### config.mk
export PLATFORM = sky130hd
export DESIGN_NAME = multi_channel_press_predictor
export DESIGN_NICKNAME = d
export VERILOG_FILES = /design/src/rtl/multi_channel_press_predictor_pkg.sv /design/src/rtl/multi_channel_press_predictor_input_conditioner.sv /design/src/rtl/multi_channel_press_predictor.sv
export SDC_FILE = /design/constraint.sdc
export NUM_CORES = 1
export LEC_CHECK = 0
export CAP_MARGIN = 20
export CORE_MARGIN = 1
export CORE_UTILIZATION = 40
export DETAILED_ROUTE_END_ITERATION = 8
export HOLD_SLACK_MARGIN = 0.1
export PLACE_DENSITY = 0.69
export SLEW_MARGIN = 25
export SYNTH_ARGS = -nofsm -noshare
export SYNTH_HDL_FRONTEND = slang
export SYNTH_HIERARCHICAL = 1
export SYNTH_SLANG_ARGS = --single-unit
### constraint.sdc
create_clock -name clk -period 4.3 [get_ports clk]
set_clock_uncertainty 0.05 [all_clocks]
set_input_delay 1.29 -clock clk [delete_from_list [all_inputs] [get_ports clk]]
set_output_delay 1.29 -clock clk [all_outputs]
set_load 0.02 [all_outputs]
### src/rtl/multi_channel_press_predictor_pkg.sv
// Shared mode encoding, select-width helper and default sizing for the press predictor.
package press_pkg;

  typedef enum logic [1:0] {
    IDLE  = 2'd0,
    CLEAR = 2'd1,
    RUN   = 2'd2,
    HOLD  = 2'd3
  } mode_t;

  localparam int DEF_COUNT_WIDTH     = 8;
  localparam int DEF_IND_WIDTH       = 10;
  localparam int DEF_DEBOUNCE_CYCLES = 50000;

  function automatic int sel_w(input int n);
    return (n > 1) ? $clog2(n) : 1;
  endfunction

endpackage

### src/rtl/multi_channel_press_predictor_input_conditioner.sv
// Two-flop synchroniser, optional per-bit debounce, and rising-edge pulse.
// Rise appears two edges after raw goes high (plus debounce time when enabled); no backpressure.
module input_conditioner
  import press_pkg::*;
#(
  parameter int WIDTH           = 1,
  parameter bit DEBOUNCE        = 1'b0,
  parameter int DEBOUNCE_CYCLES = DEF_DEBOUNCE_CYCLES
) (
  input  logic             clk,
  input  logic             rst,
  input  logic [WIDTH-1:0] raw,
  output logic [WIDTH-1:0] rise
);

  logic [WIDTH-1:0] sync1, sync2, level, prev;

  always_ff @(posedge clk or posedge rst) begin
    if (rst) begin
      sync1 <= '0;
      sync2 <= '0;
      prev  <= '0;
    end else begin
      sync1 <= raw;
      sync2 <= sync1;
      prev  <= level;
    end
  end

  generate
    if (DEBOUNCE) begin : g_debounce
      localparam int CW = $clog2(DEBOUNCE_CYCLES + 1);
      logic [CW-1:0]    cnt [WIDTH];
      logic [WIDTH-1:0] stable;

      // Counts consecutive samples that disagree with the held level; any agreeing sample restarts it.
      always_ff @(posedge clk or posedge rst) begin
        if (rst) begin
          stable <= '0;
          for (int i = 0; i < WIDTH; i++) cnt[i] <= '0;
        end else begin
          for (int i = 0; i < WIDTH; i++) begin
            if (sync2[i] == stable[i]) begin
              cnt[i] <= '0;
            end else if (cnt[i] == CW'(DEBOUNCE_CYCLES - 1)) begin
              stable[i] <= sync2[i];
              cnt[i]    <= '0;
            end else begin
              cnt[i] <= cnt[i] + CW'(1);
            end
          end
        end
      end

      assign level = stable;
    end else begin : g_direct
      assign level = sync2;
    end
  endgenerate

  assign rise = level & ~prev;

endmodule

### src/rtl/multi_channel_press_predictor.sv
// Per-channel press counter with argmax prediction, hit/miss scoring and streak thermometer.
// Count and hit/miss land 3 edges after a press, predicted 1 edge later; PRESS_DECAY_EN halves all counts on overflow.
module multi_channel_press_predictor
  import press_pkg::*;
#(
  parameter int NUM_BUTTONS     = 3,
  parameter int COUNT_WIDTH     = DEF_COUNT_WIDTH,
  parameter int IND_WIDTH       = DEF_IND_WIDTH,
  parameter int DEBOUNCE_CYCLES = DEF_DEBOUNCE_CYCLES,
  localparam int SEL_W          = sel_w(NUM_BUTTONS)
) (
  input  logic                   clk,
  input  logic                   rst,
  input  logic                   activator,
  input  logic [NUM_BUTTONS-1:0] buttons,
  input  logic [SEL_W-1:0]       sel,
  output logic [COUNT_WIDTH-1:0] display,
  output logic [IND_WIDTH-1:0]   indicator,
  output logic [SEL_W-1:0]       predicted,
  output logic                   hit,
  output logic                   miss
);

  localparam logic [COUNT_WIDTH-1:0] CMAX = '1;
  localparam int STW = $clog2(IND_WIDTH + 1);

  mode_t                  state;
  logic [COUNT_WIDTH-1:0] counts [NUM_BUTTONS];
  logic [COUNT_WIDTH-1:0] nxt    [NUM_BUTTONS];
  logic [STW-1:0]         streak;
  logic                   mode_event;
  logic [NUM_BUTTONS-1:0] press;
  logic [SEL_W-1:0]       best_idx, first_idx;

  input_conditioner #(
    .WIDTH(1), .DEBOUNCE(1'b1), .DEBOUNCE_CYCLES(DEBOUNCE_CYCLES)
  ) u_activator (
    .clk(clk), .rst(rst), .raw(activator), .rise(mode_event)
  );

  input_conditioner #(
    .WIDTH(NUM_BUTTONS), .DEBOUNCE(1'b0), .DEBOUNCE_CYCLES(DEBOUNCE_CYCLES)
  ) u_buttons (
    .clk(clk), .rst(rst), .raw(buttons), .rise(press)
  );

  // Strict '>' keeps the lowest index on ties.
  always_comb begin
    logic [COUNT_WIDTH-1:0] best_cnt;
    best_idx = '0;
    best_cnt = counts[0];
    for (int i = 1; i < NUM_BUTTONS; i++) begin
      if (counts[i] > best_cnt) begin
        best_idx = SEL_W'(i);
        best_cnt = counts[i];
      end
    end
  end

  always_comb begin
    logic found;
    found     = 1'b0;
    first_idx = '0;
    for (int i = 0; i < NUM_BUTTONS; i++) begin
      if (press[i] && !found) begin
        first_idx = SEL_W'(i);
        found     = 1'b1;
      end
    end
  end

  always_comb begin
`ifdef PRESS_DECAY_EN
    logic any_full;
    any_full = 1'b0;
    for (int i = 0; i < NUM_BUTTONS; i++)
      if (press[i] && counts[i] == CMAX) any_full = 1'b1;
    for (int i = 0; i < NUM_BUTTONS; i++) begin
      nxt[i] = any_full ? (counts[i] >> 1) : counts[i];
      if (press[i]) nxt[i] = nxt[i] + COUNT_WIDTH'(1);
    end
`else
    for (int i = 0; i < NUM_BUTTONS; i++) begin
      nxt[i] = counts[i];
      if (press[i] && counts[i] != CMAX) nxt[i] = counts[i] + COUNT_WIDTH'(1);
    end
`endif
  end

  always_ff @(posedge clk or posedge rst) begin
    if (rst) begin
      state     <= IDLE;
      counts    <= '{default: '0};
      streak    <= '0;
      predicted <= '0;
      hit       <= 1'b0;
      miss      <= 1'b0;
    end else begin
      hit       <= 1'b0;
      miss      <= 1'b0;
      predicted <= best_idx;
      case (state)
        IDLE: if (mode_event) state <= CLEAR;
        CLEAR: begin
          counts    <= '{default: '0};
          streak    <= '0;
          predicted <= '0;
          state     <= RUN;
        end
        RUN: begin
          if (mode_event) state <= HOLD;
          if (|press) begin
            counts <= nxt;
            if (first_idx == predicted) begin
              hit <= 1'b1;
              if (streak != STW'(IND_WIDTH)) streak <= streak + STW'(1);
            end else begin
              miss   <= 1'b1;
              streak <= '0;
            end
          end
        end
        HOLD: if (mode_event) state <= RUN;
        default: state <= IDLE;
      endcase
    end
  end

  assign display = (int'(sel) < NUM_BUTTONS) ? counts[sel] : '0;

  always_comb begin
    indicator = '0;
    for (int i = 0; i < IND_WIDTH; i++) indicator[i] = (streak > STW'(i));
  end

endmodule

After elaboration in Yosys (flattened, before gate mapping). Cells that the tools add are included.

Mux-type cells: 33. Add/subtract/negate cells: 5. $lt $le $gt $ge: 14. Reductions and logical operators: 16. Eq/ne operators: 18. Bitwise logic cells: 6.

Operators by type and width (count): $mux W8 (7); $pmux W24 S2 (1); $mux W16 (2); $add A8 B1 Y8 const B (3); $mux W24 (1); $ne A8 B8 Y1 const B (3); $add A16 B1 Y16 const B (1); $bmux W8 S2 (1); $eq A16 B16 Y1 const B (1); $gt A4 B3 Y1 const B (4); $gt A8 B8 Y1 (2); $reduce_and A3 Y1 (5); $ne A2 B2 Y1 const B (7); $mux W2 (6); $mux W4 (3); $mux W1 (10); $gt A4 B1 Y1 const B (2); $gt A4 B2 Y1 const B (2); $gt A4 B4 Y1 const B (2); $pmux W2 S4 (1); $pmux W4 S2 (1); $logic_and A1 B1 Y1 (5); $add A4 B1 Y4 const B (1); $eq A2 B2 Y1 const B (2); 17 further kinds (19).

Input bits: 8. Logic and storage cells: 108. Output and inout port bits: 22. Flip-flop bits (word level): 63.

Longest topological paths before layout.
Depth in word-level cells: 13. Depth in mapped cells: 14.

By module. Netlist, hierarchy kept.

Modules (own cells, without submodules): multi_channel_press_predictor (times used 1, cells each 323, area an instance 2697.6 sq um, sequential area each 850.8 sq um); input_conditioner (u_activator) (times used 1, cells each 89, area an instance 1013.5 sq um, sequential area each 500.5 sq um); input_conditioner (u_buttons) (times used 1, cells each 13, area an instance 270.3 sq um, sequential area each 225.2 sq um).

Least setup slack after synthesis. No wires, ideal clock.

Path kind: input to output. Start: input port sel[1]. End: output port display[0]. Data arrival time: 2.287 ns. Setup slack: 0.673 ns. Buffers on the path: 1. Cell stages on the path: 3. Path through: clkbuf_1 mux2i_1 o21ai_0.

Longest elaborated chain between the ends: 5.

Ends and longest elaborated chain: from (decl) (RTL line multi_channel_press_predictor.sv:16) `input logic [SEL_W-1:0] sel,`; $not A2 Y3 (not written as such) (RTL line multi_channel_press_predictor.sv:129) `assign display = (int'(sel) < NUM_BUTTONS) ? counts[sel] : '0;`; $bmux W8 S2 (RTL line multi_channel_press_predictor.sv:129); $mux W8 (not written as such) (2 in series) (RTL line multi_channel_press_predictor.sv:129); $mux W8 (*) (RTL line multi_channel_press_predictor.sv:129); to (decl) (RTL line multi_channel_press_predictor.sv:17) `output logic [COUNT_WIDTH-1:0] display,`.

Every way passes the cells marked *; elsewhere a longest branch is shown, timed or not. The select of a mux whose other input is x is not followed.

Worst setup path after layout.
Start: input port sel[0]. End: output port display[3].

The elaborated chain is that of the path after synthesis.

==> results.md <==
- IO buf count: 29
- Number of I/O pins: 30
- Layout cell share with drive strength beyond 1: between 10% and 20%
- Synth async-reset ratio: 100%
- Resized cells post-CTS: 0
- Register Area: 1580 um^2
- Max-Cap Viols: 0
- DRT met1 WL: 3.86 mm
- Placed cell areas: 4360 um^2
- Fin area: 4540 um^2
- Fin. Hold Viols: 0
- Cts-stage hold buffer count: 0
- Hold WC Path Type: register to register
- Sequential-to-total area share from yosys stat: around two fifths
- TritonCTS Buffers: 9
- CP Max Fanout: 8
- Worst path arrival time: 2.84 ns
- Setup tns final: 0 ns
- Cell Pwr Density: about 250 nW/um^2
- Final wirelength: roughly 8.1 mm
- Mapped Nets: 462
- Wire per inst: roughly 14 um
- Yosys warnings: 6
- Tightest Pin Transition: 0.787 ns
- Worst-path clk slew: 0.07 ns
- Clk sink count: 63
- Via count of the first global-routing pass: 3063
- Clock root buffer: clkbuf_8
- Core area: 9730 um^2
- Final core utilization: about 47%
- Post-route DRC: 0
- Peak supply drop: around 0.00026 V
- Synth Instances: approximately 430
- Post-CTS Setup Inserts: 0
- P_leak: 1.93 nW
- Starting density of the core: 40.9%
- Gr usage total: about 17%
- Met3 WL: 273 um
- Initial drt markers: approximately 110
- Vias per cell: approximately 5.4
- First-pass GRT wire length: 14.1 mm
- Yosys cell types: 66
- Fmax: between 200 and 250 MHz
- Crit path max-delay family: buffers and inverters
- Final Cycle Share: 97.2%
- Crit path time final: 4.18 ns
- Routed via count: ~3200
- WP data required: between 2 and 3 ns
- Slew HR: 47.5%
- CP Capture Point: display[3]
- R2r setup slk: 0.80 ns
- H-tree lvl count: 3
- Clk buf depth: 2
- Unrepaired setup endpoints after global routing: no
- R2r endpoint: predicted[0]
- Flip-flop and latch count after synthesis: 63
- CP Buf/Inv Count: 3
- EDFF count, synth: 0
- Die X: ~100 um
- Top_reg_cell synth: dfrtp_1
- Number of routed nets with antenna violations: 0
- Slew Viols, Final: 0
- CP Launch Type: input port
- R2R Path Start: counts[21]
- Die Ht: 102 um
- Antenna diodes: 0
- Number of cells on the critical path: 6
- Crit path capture type: primary output
- CP max-delay cell: clkdlybuf4s50_1
- Initial antenna violation count: 0
- Crit path kind: input port to primary output
- Met2 routed WL: 3.86 mm
- Critical Path, Cell by Cell: clkdlybuf4s50_1, nor2b_1, buf_4, nand2_1, o21ai_0, clkdlybuf4s50_1
- CTS tree: built
- Fill cells: 926
- Largest net degree at the start of global routing: 35
- Footprint of the multi-input gates: 2190 um^2
- Dominant cells by area after synthesis: dfrtp_1 (40%), ha_1 (9.1%), o21ai_0 (4.7%), mux2i_1 (4.0%), nand2_1 (3.5%)
- Cell taking the most area after synthesis: dfrtp_1
- Run status: finished, final reports clean
- CP max stage delay: 0.63 ns
- Post-Syn Area: 3980 um^2
- Synth top area share: 39.6%
- Max layer used: met4
- Dpl hpwl: 5.87 mm
- Clk Latency, worst-skew pair: 0.34 ns
- R2R cell count: 12
- Most used cell along the critical path: clkdlybuf4s50_1
- Pre-Repair DR Iteration Count: 5
- Total congestion overflow: 0
- CP Launch Point: sel[0]
- Die Area: 10400 um^2
- Nets@finish: approximately 480
- Std cell rows: 36
- Routability cong.: 0.837
- Area added between synthesis and finish: 14.1%
- Final setup vio count: 0
- Mean post-synth cell area: roughly 9.4 um^2
routing by layer:
metal | vias to the layer above | track usage [%]
met2 | 50 | 28.7
met1 | 1560 | 22.3
met3 | 11 | 3.45
met4 | 0 | 6.35
met5 | - | 0
li1 | 1562 | -
worst register-to-register path, stage by stage, from the launching register on:
cell and delay, ns:
dfrtp_1 0.46, inv_1 0.14, ha_1 0.30, a211oi_1 0.23
nor2_1 0.11, o31ai_4 0.53, mux2i_1 0.26, ha_1 0.26
and3_1 0.20, a221o_1 0.34, a211oi_1 0.23, a31o_2 0.17
o311a_1 0.16
stage by stage:
| stage | worst slack (ns) | instances | total power, mW | hold slack, ns |
|---|---|---|---|---|
| 6_report | 0.120 | 585 | 1.12 | 0.301 |
| 5_1_grt | 0.00289 | 585 | 1.16 | 0.314 |
| 4_1_cts | 0.102 | 585 | 1.14 | 0.304 |
| 3_5_place_dp | 0.107 | 569 | 0.661 | 0.286 |
| 3_3_place_gp | 0.163 | 569 | 0.660 | 0.283 |
| 2_1_floorplan | 0.673 | 425 | 0.644 | 0.281 |
worst min-delay path by stage:
stage / from / endpoint / slack, ns / cells past startpoint
finish: u_buttons/sync1[1] / u_buttons/level[1] / 0.30 / 0
floorplan: u_activator/sync1 / u_activator/sync2 / 0.28 / 0
CTS: u_buttons/sync1[1] / u_buttons/level[1] / 0.30 / 0
detailed placement: u_buttons/sync1[0] / u_buttons/level[0] / 0.29 / 0
global placement: u_buttons/sync1[0] / u_buttons/level[0] / 0.28 / 0
global route: u_buttons/sync1[2] / u_buttons/level[2] / 0.31 / 0
cells by family (layout without fill, tap and decap cells):
| logic type | count (synthesis) | in the layout | synth area share [%] |
|---|---|---|---|
| simple gates | 169 | 169 | 23.8 |
| compound gates | 80 | 80 | 13.9 |
| flops | 63 | 63 | 39.6 |
| buf+inv | 50 | 77 | 5.47 |
| fa+ha+maj | 29 | 29 | 9.11 |
| mux | 19 | 19 | 4.87 |
| xor+xnor | 15 | 15 | 3.30 |
sequential cells by signal, summed over array words and instances, names as in the netlist, 2 cells and up:
signal,count
streak,4
u_buttons/prev,3
counts,24
u_buttons/sync1,3
predicted,2
u_activator/g_debounce.cnt,16
u_buttons/level,3
state,2
cells in the final DEF, fill, tap and decap left out, types with 15 or more instances in the layout:
cell / n
clkdlybuf4s50_1: 29
dfrtp_1: 63
ha_1: 29
inv_1: 25
mux2i_1: 16
nand2_1: 37
nand3_1: 24
nand4_1: 15
nor2_1: 34
o21ai_0: 37
synthesized netlist by cell type, types with 4 or more instances:
cell,instances
a211oi_1,5
a21oi_1,6
and3_1,7
clkbuf_1,14
dfrtp_1,63
ha_1,29
inv_1,25
mux2i_1,16
nand2_1,37
nand3_1,24
nand4_1,15
nor2_1,34
nor2b_1,5
nor3_1,10
o21ai_0,37
o31ai_1,6
or4_1,4
xnor2_1,9
xor2_1,6
cell type report:
class	instances	share of cell area, %
timing repair buffer	35	7.38
tap	133	3.66
clock buffer	10	3.03
inverter	26	2.15
clock inverter	6	0.964
multi-input combinational	312	48.1
sequential	63	34.7
power breakdown:
part	leakage [nW]	internal (mW)	total [mW]	switching (mW)
clock network	0.0930	0.227	0.467	0.240
registers	0.852	0.600	0.606	0.00615
logic	0.981	0.0166	0.0424	0.0258
No activity file was read; power rests on OpenSTA's default activity.
